[src/rtl/pipeline_pkg.sv]
// Shared types for the fetch/LSU memory port arbiter.
package pipeline_pkg;

  typedef enum logic [1:0] {
    IDLE     = 2'd0,
    ISSUE    = 2'd1,
    WAIT_RSP = 2'd2
  } arb_state_t;

  typedef enum logic {
    OWN_IF = 1'b0,
    OWN_LS = 1'b1
  } arb_owner_t;

  typedef struct packed {
    logic [31:0] addr;
    logic        we;
    logic [31:0] wdata;
    logic [3:0]  bytemask;
    logic        valid;
  } mem_req_t;

  localparam logic [3:0] FETCH_MASK = 4'b1111;

  // Instruction fetches are always full-word reads.
  function automatic mem_req_t fetch_req(input logic [31:0] addr);
    mem_req_t r;
    r.addr     = addr;
    r.we       = 1'b0;
    r.wdata    = 32'h0;
    r.bytemask = FETCH_MASK;
    r.valid    = 1'b1;
    return r;
  endfunction

endpackage

[src/rtl/arb_priority_sel.sv]
// Winner select between fetch and LSU; LSU has priority unless fetch is starved.
// Purely combinational, zero latency; no backpressure of its own.
module arb_priority_sel (
  input  logic if_req,
  input  logic ls_req,
  input  logic starved,
  output logic grant_if,
  output logic grant_ls
);

  assign grant_if = if_req & (~ls_req | starved);
  assign grant_ls = ls_req & ~grant_if;

endmodule

[src/rtl/mem_port_arbiter.sv]
// Two-requester single-outstanding memory port arbiter; accept-to-response 3 cycles minimum.
// Ready only in IDLE for the winner; o_mem_valid holds until i_mem_ready.
import pipeline_pkg::*;

module mem_port_arbiter #(
  parameter int STARVE_LIMIT = 4
) (
  input  logic        i_clk,
  input  logic        i_rst,
  input  logic        i_if_valid,
  input  logic [31:0] i_if_addr,
  input  logic        i_if_flush,
  output logic        o_if_ready,
  output logic        o_if_rvalid,
  output logic [31:0] o_if_rdata,
  input  logic        i_ls_valid,
  input  logic [31:0] i_ls_addr,
  input  logic        i_ls_we,
  input  logic [31:0] i_ls_wdata,
  input  logic [3:0]  i_ls_bytemask,
  output logic        o_ls_ready,
  output logic        o_ls_rvalid,
  output logic [31:0] o_ls_rdata,
  output logic        o_mem_valid,
  output logic [31:0] o_mem_addr,
  output logic        o_mem_we,
  output logic [31:0] o_mem_wdata,
  output logic [3:0]  o_mem_bytemask,
  input  logic        i_mem_ready,
  input  logic        i_mem_rvalid,
  input  logic [31:0] i_mem_rdata,
  output logic        o_protocol_err
);

  arb_state_t state_q;
  arb_owner_t owner_q;
  mem_req_t   req_q;
  logic [2:0] starve_cnt;
  logic       drop_q;
  logic       starved;
  logic       sel_if;
  logic       sel_ls;
  logic       is_idle;
  logic       flush_hit;

  assign is_idle   = (state_q == IDLE);
  assign starved   = (starve_cnt == 3'(STARVE_LIMIT));
  assign flush_hit = i_if_flush && (owner_q == OWN_IF);

  // A flushing fetch cannot win, so the LSU sees normal arbitration that cycle.
  arb_priority_sel u_sel (
    .if_req   (i_if_valid & ~i_if_flush),
    .ls_req   (i_ls_valid),
    .starved  (starved),
    .grant_if (sel_if),
    .grant_ls (sel_ls)
  );

  assign o_if_ready     = is_idle & sel_if;
  assign o_ls_ready     = is_idle & sel_ls;
  assign o_mem_valid    = req_q.valid;
  assign o_mem_addr     = req_q.addr;
  assign o_mem_we       = req_q.we;
  assign o_mem_wdata    = req_q.wdata;
  assign o_mem_bytemask = req_q.bytemask;

  always_ff @(posedge i_clk) begin
    if (i_rst) begin
      state_q        <= IDLE;
      owner_q        <= OWN_IF;
      req_q          <= '0;
      starve_cnt     <= 3'd0;
      drop_q         <= 1'b0;
      o_if_rvalid    <= 1'b0;
      o_ls_rvalid    <= 1'b0;
      o_if_rdata     <= 32'h0;
      o_ls_rdata     <= 32'h0;
      o_protocol_err <= 1'b0;
    end else begin
      o_if_rvalid <= 1'b0;
      o_ls_rvalid <= 1'b0;
      if (i_mem_rvalid && (state_q != WAIT_RSP)) o_protocol_err <= 1'b1;
      case (state_q)
        IDLE: begin
          if (o_if_ready) begin
            owner_q    <= OWN_IF;
            req_q      <= fetch_req(i_if_addr);
            starve_cnt <= 3'd0;
            state_q    <= ISSUE;
          end else if (o_ls_ready) begin
            owner_q        <= OWN_LS;
            req_q.addr     <= i_ls_addr;
            req_q.we       <= i_ls_we;
            req_q.wdata    <= i_ls_wdata;
            req_q.bytemask <= i_ls_bytemask;
            req_q.valid    <= 1'b1;
            if (i_if_valid && !starved) starve_cnt <= starve_cnt + 3'd1;
            state_q        <= ISSUE;
          end
        end
        ISSUE: begin
          if (flush_hit) drop_q <= 1'b1;
          if (i_mem_ready) begin
            req_q.valid <= 1'b0;
            state_q     <= WAIT_RSP;
          end
        end
        WAIT_RSP: begin
          if (flush_hit) drop_q <= 1'b1;
          if (i_mem_rvalid) begin
            // A flush arriving with the response still kills the fetch reply.
            if (owner_q == OWN_LS) begin
              o_ls_rvalid <= 1'b1;
              o_ls_rdata  <= i_mem_rdata;
            end else if (!drop_q && !i_if_flush) begin
              o_if_rvalid <= 1'b1;
              o_if_rdata  <= i_mem_rdata;
            end
            drop_q  <= 1'b0;
            state_q <= IDLE;
          end
        end
        default: state_q <= IDLE;
      endcase
    end
  end

endmodule

[config.mk]
export PLATFORM = sky130hd
export DESIGN_NAME = mem_port_arbiter
export DESIGN_NICKNAME = d
export VERILOG_FILES = /design/src/rtl/pipeline_pkg.sv /design/src/rtl/arb_priority_sel.sv /design/src/rtl/mem_port_arbiter.sv
export SDC_FILE = /design/constraint.sdc
export NUM_CORES = 1
export LEC_CHECK = 0
export ABC_CLOCK_PERIOD_IN_PS = 2650
export CAP_MARGIN = 20
export CELL_PAD_IN_SITES_DETAIL_PLACEMENT = 0
export CELL_PAD_IN_SITES_GLOBAL_PLACEMENT = 1
export CORE_MARGIN = 2
export CORE_UTILIZATION = 29
export DETAILED_ROUTE_END_ITERATION = 10
export PLACE_DENSITY_LB_ADDON = 0.25
export SYNTH_ARGS = -nofsm -noshare
export SYNTH_HDL_FRONTEND = slang
export SYNTH_SLANG_ARGS = --single-unit
[constraint.sdc]
create_clock -name i_clk -period 2.65 [get_ports i_clk]
set_clock_uncertainty 0.15 [all_clocks]
set_input_delay 0.3975 -clock i_clk [delete_from_list [all_inputs] [get_ports i_clk]]
set_output_delay 0.3975 -clock i_clk [all_outputs]
set_load 0.005 [all_outputs]
==> results.md, run 1 <==
- Worst EP required: 2.10 ns
- Max Slew Vio Count: 0
- Vias in the first global route: 5309
- Sequential Power Share: 0.375
- Vias per cell: 4.696
- Worst skew pair latency: around 0.42 ns
- Filler Cell Count: 1718
- Synth warn: 0
- Root Driver: clkbuf_16
- Power share of the combinational group: 0.268
- First-pass GRT wire length: approximately 29000 microns
- Nets: 1053
- Yosys top cell area share: 0.5443
- Pwr Density: 775.5 mW/mm^2
- Core Box Area: 0.01796 sq mm
- Final hold vios: 0
- DIE HEIGHT: 139.1 microns
- Syn Area/Cell: 8.263 sq um
- GRT overflow: 0
- Initial antenna violation count: 0
- Crit-path slowest cell: clkdlybuf4s50_1
- Maximum clock insertion buffer count: 2
- Final Cycle Share: 0.9368
- DR iter-0 viols: 247
- Finished Layout Cells: 1149
- Port-buffer cells: 278
- Setup bufs post-CTS: 0
- Crit path kind: reg2out
- Synth Instances: 641
- Gr usage total: 0.1858
- Switching share of power: 0.2802
- Pre-Repair DR Iteration Count: 4
- Row cnt: 49
- CTS tree: built
- Via count: 5396
- Peak supply drop: ~0.44 mV
- H-tree lvl count: 4
- #FFs+latches synth: 144
- Hold_ws: 0.1441 ns
- # DRC: 0
- Pin count of the biggest net entering global routing: 73
- Sw power: 1.942 mW
- Hold-fix buffers, CTS: 0
- Hold Path Class: in2reg
- Syn_nets: a little under 800
- Netlist cell types: 37
- Slew margin rel.: 0.4735
- Sequential area share after synthesis: 0.5443
- Post-Route Setup TNS: 0 ns
- Die footprint: 0.01936 sq mm
- Slew @ Worst Pin: 0.7898 ns
- Unrepaired setup endpoints after global routing: no
- Fin crit period: 2.483 ns
- Critical path endpoint category: output pin
- Ant diodes: 0
- Die X: 139.1 microns
- Share of power burned in the clock network: 0.357
- Leakage: 3.285 nW
- Leading area contributor after synthesis: dfxtp_1
- Pre-CTS setup slack: 0.2145 ns
- TritonCTS Buffers: 17
- Worst-path clk slew: 0.06 ns
- Worst EP arrival: approximately 1.9 ns
- Number of cells upsized or downsized after cts: 0
- Slowest stage delay, CP: 0.54 ns
- Ports: 279
- Detailed Route WL: 18190 microns
- Final setup fails: 0
- Starting Density: 0.2948
- Antenna viol nets, final: 0
- Placed insts: ~1100
- Final worst slack: 0.1675 ns
- Internal power: roughly 5.0 mW
- Drt wl/cell: 15.83 microns
- Post-DP HPWL: 12220 microns
- Share of cells above drive strength 1: 0.06087
- CP Launch Type: flop
- Crit Path Max Fanout: 3
- Status: complete, no violations
- Highest clock rate: 402.8 MHz
- Clk sinks: 144
- Cells along the critical path: inv_1 -> ha_1 -> nand2_1 -> o211ai_2 -> inv_2 -> clkdlybuf4s50_1
- Largest cells by area after synthesis: dfxtp_1 54%, a21oi_1 12%, nand2_1 12%, a22oi_1 4.7%, o21ai_0 3.2%
- GPL Wtd Cong: 0.7453
- Mapped cell area: between 0.005 and 0.006 sq mm
- Area growth syn-to-layout: 68.77%
- Max-Cap Viols: 0
[through the flow]
step	instance area, sq um	power (mW)	util
finish	8939	6.932	0.4976
floorplan	5296	3.440	-
global route	8939	7.321	0.4976
detailed placement	8333	4.509	0.4639
CTS	8939	7.039	0.4976
global placement	8333	4.528	0.4639
[final timing paths]
kind,start,to,slack (ns),cells after the start
worst min register to register,o_ls_rdata[6],o_ls_rdata[6],0.30,2
worst max-delay path,starve_cnt[0],o_ls_ready,0.17,6
worst max register to register,state_q[0],o_if_rdata[9],0.74,7
worst min-delay path,i_rst,o_mem_wdata[11],0.14,2
[cell families (layout without fill, tap and decap cells)]
kind of cell,Yosys count,after routing,synth area share
buffers and inverters,57,336,0.04985
DFF,144,144,0.5443
AOI/OAI and AO/OA,213,213,0.2254
adders and majority gates,5,5,0.01181
muxes,1,1,0.001890
xor gates and xnor gates,2,2,0.003308
and+or+nand+nor,219,219,0.1635
[power groups by stage]
stage | clock network (mW) | logic [mW] | registers [mW]
after global placement | 0 | 1.89 | 2.63
final | 2.48 | 1.86 | 2.60
after CTS | 2.55 | 1.89 | 2.60
after global routing | 2.65 | 2.05 | 2.63
after floorplan | 0 | 0.789 | 2.65
after detailed placement | 0 | 1.87 | 2.64
[worst max-delay path, delay by kind of cell (launching register included)]
| kind | cells | cell delay [ns] |
|---|---|---|
| buf+inv | 3 | 0.70 |
| compound gates | 1 | 0.15 |
| flops | 1 | 0.33 |
| fa+ha+maj | 1 | 0.22 |
| simple gates | 1 | 0.13 |
[synthesized netlist by cell type]
| library cell | instances |
|---|---|
| a21bo_2 | 1 |
| a21oi_1 | 131 |
| a22oi_1 | 33 |
| a311oi_1 | 1 |
| a31oi_1 | 1 |
| and3_1 | 1 |
| buf_1 | 2 |
| buf_2 | 19 |
| buf_4 | 1 |
| buf_6 | 3 |
| clkbuf_1 | 22 |
| dfxtp_1 | 144 |
| ha_1 | 5 |
| inv_1 | 8 |
| inv_2 | 2 |
| mux2i_1 | 1 |
| nand2_1 | 165 |
| nand2b_1 | 1 |
| nand3_1 | 2 |
| nand3_2 | 1 |
| nor2_1 | 42 |
| nor2b_4 | 1 |
| nor3_1 | 3 |
| nor3b_1 | 1 |
| nor4_2 | 1 |
| o211a_1 | 1 |
| o211ai_1 | 1 |
| o211ai_2 | 1 |
| o21a_1 | 1 |
| o21ai_0 | 34 |
| o21ai_2 | 1 |
| o22ai_1 | 5 |
| o311ai_0 | 1 |
| o41ai_1 | 1 |
| or4_1 | 1 |
| xnor2_1 | 1 |
| xor2_1 | 1 |
[layout by cell type, fill, tap and decap left out, types with 4 or more instances in the layout]
master / netlist / final
ha_1: 5 / 5
nor2_1: 42 / 41
a21oi_1: 131 / 131
buf_12: 0 / 4
o21ai_0: 34 / 34
clkbuf_16: 0 / 17
inv_1: 8 / 8
clkdlybuf4s50_1: 0 / 277
dfxtp_1: 144 / 144
buf_4: 1 / 14
nand2_1: 165 / 165
a22oi_1: 33 / 33
o22ai_1: 5 / 5
[metal layers]
layer  routed length, microns  vias to the layer above  track usage
met3                     1811                       20      0.09358
met5                        0                        -            0
met1                     7867                     2465       0.2212
li1                         -                     2702            -
met2                     8230                      209       0.2932
met4                      280                        0      0.05901
[cell type report]
type / instances / area [sq um] / share of cell area
Inverter: 10 / 37.54 / 0.004199
Multi-Input combinational cell: 440 / 2168 / 0.2426
Clock inverter: 9 / 131.4 / 0.01470
Clock buffer: 22 / 474.2 / 0.05305
Sequential cell: 144 / 2883 / 0.3225
Timing Repair Buffer: 295 / 2958 / 0.3309
Tap cell: 229 / 286.5 / 0.03205
[state kept, by name (all words and copies together) (netlist names)]
register	flops
o_if_rdata	32
starve_cnt	3
o_ls_rdata	32
o_if_rvalid	1
o_mem_we	1
o_mem_addr	32
o_mem_bytemask	4
drop_q	1
o_mem_valid	1
o_protocol_err	1
state_q	2
o_mem_wdata	32
owner_q	1
o_ls_rvalid	1
Power figures use the tool's default switching activity.
==> inputs of run 2 (changes only) <==
--- a/config.mk
+++ b/config.mk
@@ -12,7 +12,8 @@
 export CORE_MARGIN = 2
 export CORE_UTILIZATION = 29
 export DETAILED_ROUTE_END_ITERATION = 10
-export PLACE_DENSITY_LB_ADDON = 0.25
+export GPL_ROUTABILITY_DRIVEN = 0
+export PLACE_DENSITY_LB_ADDON = 0.3
 export SYNTH_ARGS = -nofsm -noshare
 export SYNTH_HDL_FRONTEND = slang
 export SYNTH_SLANG_ARGS = --single-unit
==> results.md, run 2 (same netlist as run 1, synthesis figures left out) <==
- Row cnt: 49 (unchanged)
- Critical path endpoint category: output pin (unchanged)
- Final Util: 0.4984 (was 0.4976)
- TritonCTS Buffers: 17 (unchanged)
- Hold Path Class: in2reg (unchanged)
- Post-Route Setup TNS: 0 ns (unchanged)
- Initial antenna violation count: 0 (unchanged)
- Hold_ws: 0.2225 ns (was 0.1441 ns)
- Ports: 279 (unchanged)
- Final Cycle Share: 0.9275 (was 0.9368)
- Via count: 5394 (was 5396)
- Commonest non-fill, non-tap cells in the layout: 277 x clkdlybuf4s50_1, 165 x nand2_1, 144 x dfxtp_1 (unchanged)
- Pre-CTS setup slack: 0.2513 ns (was 0.2145 ns)
- Finished Layout Cells: 1148 (was 1149)
- Root Driver: clkbuf_16 (unchanged)
- Clk sinks: 144 (unchanged)
- Total power: 6.938 mW (was 6.932 mW)
- Die X: 139.1 microns (unchanged)
- Filler Cell Count: 1774 (was 1718)
- Starting Density: 0.2948 (unchanged)
- DR iter-0 viols: 167 (was 247)
- Highest clock rate: 406.9 MHz (was 402.8 MHz)
- Slew @ Worst Pin: 0.4940 ns (was 0.7898 ns)
- Status: complete, no violations (unchanged)
- H-tree lvl count: 4 (unchanged)
- CTS tree: built (unchanged)
- Port-buffer cells: 278 (unchanged)
- Final worst slack: 0.1922 ns (was 0.1675 ns)
- Maximum clock insertion buffer count: 2 (unchanged)
- Placed insts: 1117 (was 1118)
- Hold path start: i_rst (unchanged)
- Worst-path clk slew: 0.06 ns (about the same)
- Vias in the first global route: 5375 (was 5309)
- Slew margin rel.: 0.6707 (was 0.4735)
- Crit Reg-Reg Startpoint: state_q[0] (unchanged)
- WL met1: 7543 microns (was 7867 microns)
- # DRC: 0 (unchanged)
- Cell area after layout: 0.008954 sq mm (was 0.008939 sq mm)
- Leakage: 3.272 nW (was 3.285 nW)
- Fin crit period: 2.458 ns (was 2.483 ns)
- Area growth syn-to-layout: 69.05% (was 68.77%)
- Multi-input gate area: 0.002171 sq mm (was 0.002168 sq mm)
- R2R cell count: 7 (unchanged)
- Gr usage total: 0.1795 (was 0.1858)
- Worst EP arrival: 1.91 ns (was 1.94 ns)
- Pwr Density: 774.8 mW/mm^2 (was 775.5 mW/mm^2)
- Placed cell area: 0.008338 sq mm (was 0.008333 sq mm)
- Vias per cell: 4.699 (was 4.696)
- Met2 routed WL: 8177 microns (was 8230 microns)
- First-pass GRT wire length: 28060 microns (was 28590 microns)
- DIE HEIGHT: 139.1 microns (unchanged)
- Nets: 1052 (was 1053)
- Worst skew pair latency: 0.41 ns (was 0.42 ns)
- Metal3 WL: 1728 microns (was 1811 microns)
- Share of cells above drive strength 1: 0.06311 (was 0.06087)
- Max Slew Vio Count: 0 (unchanged)
- Hold-fix buffers, CTS: 0 (unchanged)
- WHS Path Cells: 2 (unchanged)
- Reg area: 0.002883 sq mm (unchanged)
- Worst hold path endpoint: o_mem_bytemask[2] (was o_mem_wdata[11])
- CP Launch Type: flop (unchanged)
- Unrepaired setup endpoints after global routing: no (unchanged)
- Top Metal Used: met4 (unchanged)
- Drt wl/cell: 15.45 microns (was 15.83 microns)
- Peak supply drop: 0.4003 mV (was 0.4409 mV)
- Most common cell after layout, fill and taps aside: clkdlybuf4s50_1 (unchanged)
- Worst R2R Setup Slack: 0.74 ns (about the same)
- Die footprint: 0.01936 sq mm (unchanged)
- Final setup fails: 0 (unchanged)
- Core Box Area: 0.01796 sq mm (unchanged)
- Detailed Route WL: 17730 microns (was 18190 microns)
- Pre-Repair DR Iteration Count: 6 (was 4)
- Antenna viol nets, final: 0 (unchanged)
- Worst r2r dst: o_if_rdata[9] (unchanged)
- Final hold vios: 0 (unchanged)
- Crit path kind: reg2out (unchanged)
- Worst EP required: 2.10 ns (about the same)
- Post-DP HPWL: 12160 microns (was 12220 microns)
- Ant diodes: 0 (unchanged)
- Max-Cap Viols: 0 (unchanged)
- Crit Path Max Fanout: 3 (unchanged)
- Pin count of the biggest net entering global routing: 47 (was 73)
- GRT overflow: 0 (unchanged)
-- run 2: cell types whose count changed in the layout (fill, tap and decap cells not counted), sizes merged --
| cell | delta |
|---|---|
| buf | -1 |
| clkbuf | -3 |
| clkinv | -1 |
| clkinvlp | +4 |
-- run 2: routing by layer --
| metal | vias to the layer above | track usage |
|---|---|---|
| met4 | 0 | 0.05742 |
| met1 | 2463 | 0.2121 |
| met3 | 18 | 0.08322 |
| li1 | 2707 | - |
| met2 | 206 | 0.2904 |
| met5 | - | 0 |
-- run 2: final cells by class --
type / instances / area share
Timing Repair Buffer: 294 / 0.3309
Inverter: 10 / 0.004192
Clock buffer: 19 / 0.05059
Clock inverter: 12 / 0.01789
Tap cell: 229 / 0.03200
Sequential cell: 144 / 0.3220
Multi-Input combinational cell: 440 / 0.2425
-- run 2: worst max-delay path, stage by stage, from the launching register on --
cell,delay (ns)
dfxtp_1,0.33
inv_1,0.07
ha_1,0.21
nand2_1,0.12
o211ai_2,0.14
inv_2,0.08
clkdlybuf4s50_1,0.55
-- run 2: repair_timing --
item,4_1_cts,5_1_grt
setup buffers,0,0
setup endpoints to repair,0,1
resized for setup,0,1
-- run 2: power breakdown --
part	switching [mW]	internal, mW
sequential	0.154	2.45
clock	0.946	1.53
combinational	0.866	0.990
total	1.97	4.97
-- run 2: worst max-delay path by stage --
stage	start	endpoint	slack (ns)	depth (start not counted)
2_1_floorplan	state_q[0]	o_if_rdata[28]	0.93	8
3_3_place_gp	i_if_flush	o_ls_ready	0.25	5
3_5_place_dp	i_if_flush	o_ls_ready	0.25	5
4_1_cts	state_q[0]	o_ls_ready	0.05	5
5_1_grt	starve_cnt[0]	o_ls_ready	0.07	6
6_report	starve_cnt[0]	o_ls_ready	0.19	6
==> inputs of run 3 (changes only) <==
--- a/config.mk
+++ b/config.mk
@@ -5,7 +5,7 @@
 export SDC_FILE = /design/constraint.sdc
 export NUM_CORES = 1
 export LEC_CHECK = 0
-export ABC_CLOCK_PERIOD_IN_PS = 2650
+export ABC_CLOCK_PERIOD_IN_PS = 2980
 export CAP_MARGIN = 20
 export CELL_PAD_IN_SITES_DETAIL_PLACEMENT = 0
 export CELL_PAD_IN_SITES_GLOBAL_PLACEMENT = 1
==> constraint.sdc (replaced) <==
create_clock -name i_clk -period 2.98 [get_ports i_clk]
set_clock_uncertainty 0.15 [all_clocks]
set_input_delay 0.447 -clock i_clk [delete_from_list [all_inputs] [get_ports i_clk]]
set_output_delay 0.447 -clock i_clk [all_outputs]
set_load 0.005 [all_outputs]
==> results.md, run 3 (same netlist as run 1, synthesis figures left out) <==
- Antenna viol nets, final: 0 (unchanged)
- Share of cells above drive strength 1: 0.05780 (was 0.06311)
- Hold Path Class: in2reg (unchanged)
- GRT overflow: 0 (unchanged)
- WHS Path Cells: 2 (unchanged)
- Final Cycle Share: 0.8700
- Placed insts: 1115 (was 1117)
- H-tree lvl count: 4 (unchanged)
- Commonest non-fill, non-tap cells in the layout: 277 x clkdlybuf4s50_1, 165 x nand2_1, 144 x dfxtp_1 (unchanged)
- Placed cell area: 0.008285 sq mm (was 0.008338 sq mm)
- Post-DP HPWL: 12120 microns (was 12160 microns)
- Post-Route Setup TNS: 0 ns (unchanged)
- Clk sinks: 144 (unchanged)
- Max-Cap Viols: 0 (unchanged)
- Core Box Area: 0.01796 sq mm (unchanged)
- Hold path start: i_rst (unchanged)
- Max Slew Vio Count: 0 (unchanged)
- Peak supply drop: 0.4090 mV (was 0.4003 mV)
- Unrepaired setup endpoints after global routing: no (unchanged)
- Crit Path Max Fanout: 8 (was 3)
- Highest clock rate: 385.7 MHz
- Leakage: 3.241 nW (was 3.272 nW)
- Maximum clock insertion buffer count: 2 (unchanged)
- Crit path kind: reg2out (unchanged)
- Slowest stage delay, CP: 0.53 ns (was 0.55 ns)
- Area growth syn-to-layout: 67.23% (was 69.05%)
- Pre-Repair DR Iteration Count: 4 (was 6)
- Slew @ Worst Pin: 0.4546 ns (was 0.4940 ns)
- Ports: 279 (unchanged)
- Port-buffer cells: 278 (unchanged)
- CP Launch Type: flop (unchanged)
- Number of cells upsized or downsized after cts: 0 (unchanged)
- Cells along the critical path: inv_1 -> ha_1 -> o211ai_2 -> inv_2 -> clkdlybuf4s50_1 (was inv_1 -> ha_1 -> nand2_1 -> o211ai_2 -> inv_2 -> clkdlybuf4s50_1)
- DR iter-0 viols: 203 (was 167)
- Pin count of the biggest net entering global routing: 50 (was 47)
- Vias per cell: 4.704 (was 4.699)
- Final hold vios: 0 (unchanged)
- Nets: 1050 (was 1052)
- Row cnt: 49 (unchanged)
- Hold-fix buffers, CTS: 0 (unchanged)
- TritonCTS Buffers: 17 (unchanged)
- Worst skew pair latency: 0.41 ns (about the same)
- DIE HEIGHT: 139.1 microns (unchanged)
- Status: complete, no violations (unchanged)
- Fin crit period: around 2.6 ns
- Drt wl/cell: 15.49 microns (was 15.45 microns)
- Worst R2R Setup Slack: 1.04 ns (was 0.74 ns)
- Root Driver: clkbuf_16 (unchanged)
- CTS tree: built (unchanged)
- Initial antenna violation count: 0 (unchanged)
- # DRC: 0 (unchanged)
- Crit path buffers/inverters: 3 (unchanged)
- Final setup fails: 0 (unchanged)
- Slew margin rel.: 0.6969 (was 0.6707)
- Die X: 139.1 microns (unchanged)
- Crit Reg-Reg Startpoint: state_q[0] (unchanged)
- Vias in the first global route: 5413 (was 5375)
- First-pass GRT wire length: 28650 microns (was 28060 microns)
- Most common cell after layout, fill and taps aside: clkdlybuf4s50_1 (unchanged)
- Detailed Route WL: 17750 microns (was 17730 microns)
- Worst r2r dst: o_if_rdata[22] (was o_if_rdata[9])
- Finished Layout Cells: 1146 (was 1148)
- Worst EP required: 2.38 ns (was 2.10 ns)
- Worst-path clk slew: 0.06 ns (about the same)
- Starting Density: 0.2948 (unchanged)
- Worst hold path endpoint: o_mem_bytemask[2] (unchanged)
- Die footprint: 0.01936 sq mm (unchanged)
- Worst EP arrival: 2.00 ns (was 1.91 ns)
- Pwr Density: 680.5 mW/mm^2 (was 774.8 mW/mm^2)
- Crit-path slowest cell: clkdlybuf4s50_1 (unchanged)
- Hold_ws: 0.2879 ns (was 0.2225 ns)
- R2R cell count: 7 (unchanged)
- Ant diodes: 0 (unchanged)
- CP delay by family, top: buffers and inverters (unchanged)
- Via count: 5391 (was 5394)
- Setup bufs post-CTS: 0 (unchanged)
- Critical path endpoint category: output pin (unchanged)
- Cell area after layout: 0.008857 sq mm (was 0.008954 sq mm)
- Gr usage total: 0.1850 (was 0.1795)
-- run 3: cell count changes in the layout (fill, tap and decap cells not counted), sizes merged --
cell / before / now
clkbuf: 19 / 21
buf: 17 / 15
bufinv: 3 / 2
clkinvlp: 4 / 3
-- run 3: where the power goes --
| group | total (mW) | switching, mW | internal, mW | leakage (nW) |
|---|---|---|---|---|
| Clock | 2.08 | 0.811 | 1.27 | 0.275 |
| Combinational | 1.63 | 0.763 | 0.870 | 1.79 |
| Sequential | 2.32 | 0.136 | 2.18 | 1.18 |
-- run 3: through the flow --
step	util	total power, mW	setup slack (ns)
6_report	0.4931	6.027	0.3873
5_1_grt	0.4931	6.394	0.2356
4_1_cts	0.4931	6.128	0.3207
3_5_place_dp	0.4612	3.996	0.3733
3_3_place_gp	0.4612	4.000	0.3767
2_1_floorplan	-	3.059	1.249
-- run 3: final cells by class --
type	count	area, sq um
Fill cell	1742	9106
Timing Repair Buffer	292	2910
Sequential cell	144	2883
Multi-Input combinational cell	440	2168
Clock buffer	21	460.4
Tap cell	229	286.5
Clock inverter	10	111.4
Inverter	10	37.54
-- run 3: worst max path at each step --
stage          cells after the start       start         end
3_5_place_dp                       5  i_if_flush  o_ls_ready
5_1_grt                            5  state_q[0]  o_ls_ready
3_3_place_gp                       5  i_if_flush  o_ls_ready
4_1_cts                            5  state_q[0]  o_ls_ready
2_1_floorplan                      5  state_q[0]  o_ls_ready
6_report                           5  state_q[0]  o_ls_ready
-- run 3: metal layers --
metal | wire length (microns) | GRT usage
met1 | 7409 | 0.2160
met2 | 8236 | 0.2969
met3 | 1767 | 0.09081
met4 | 332 | 0.06273
met5 | 0 | 0
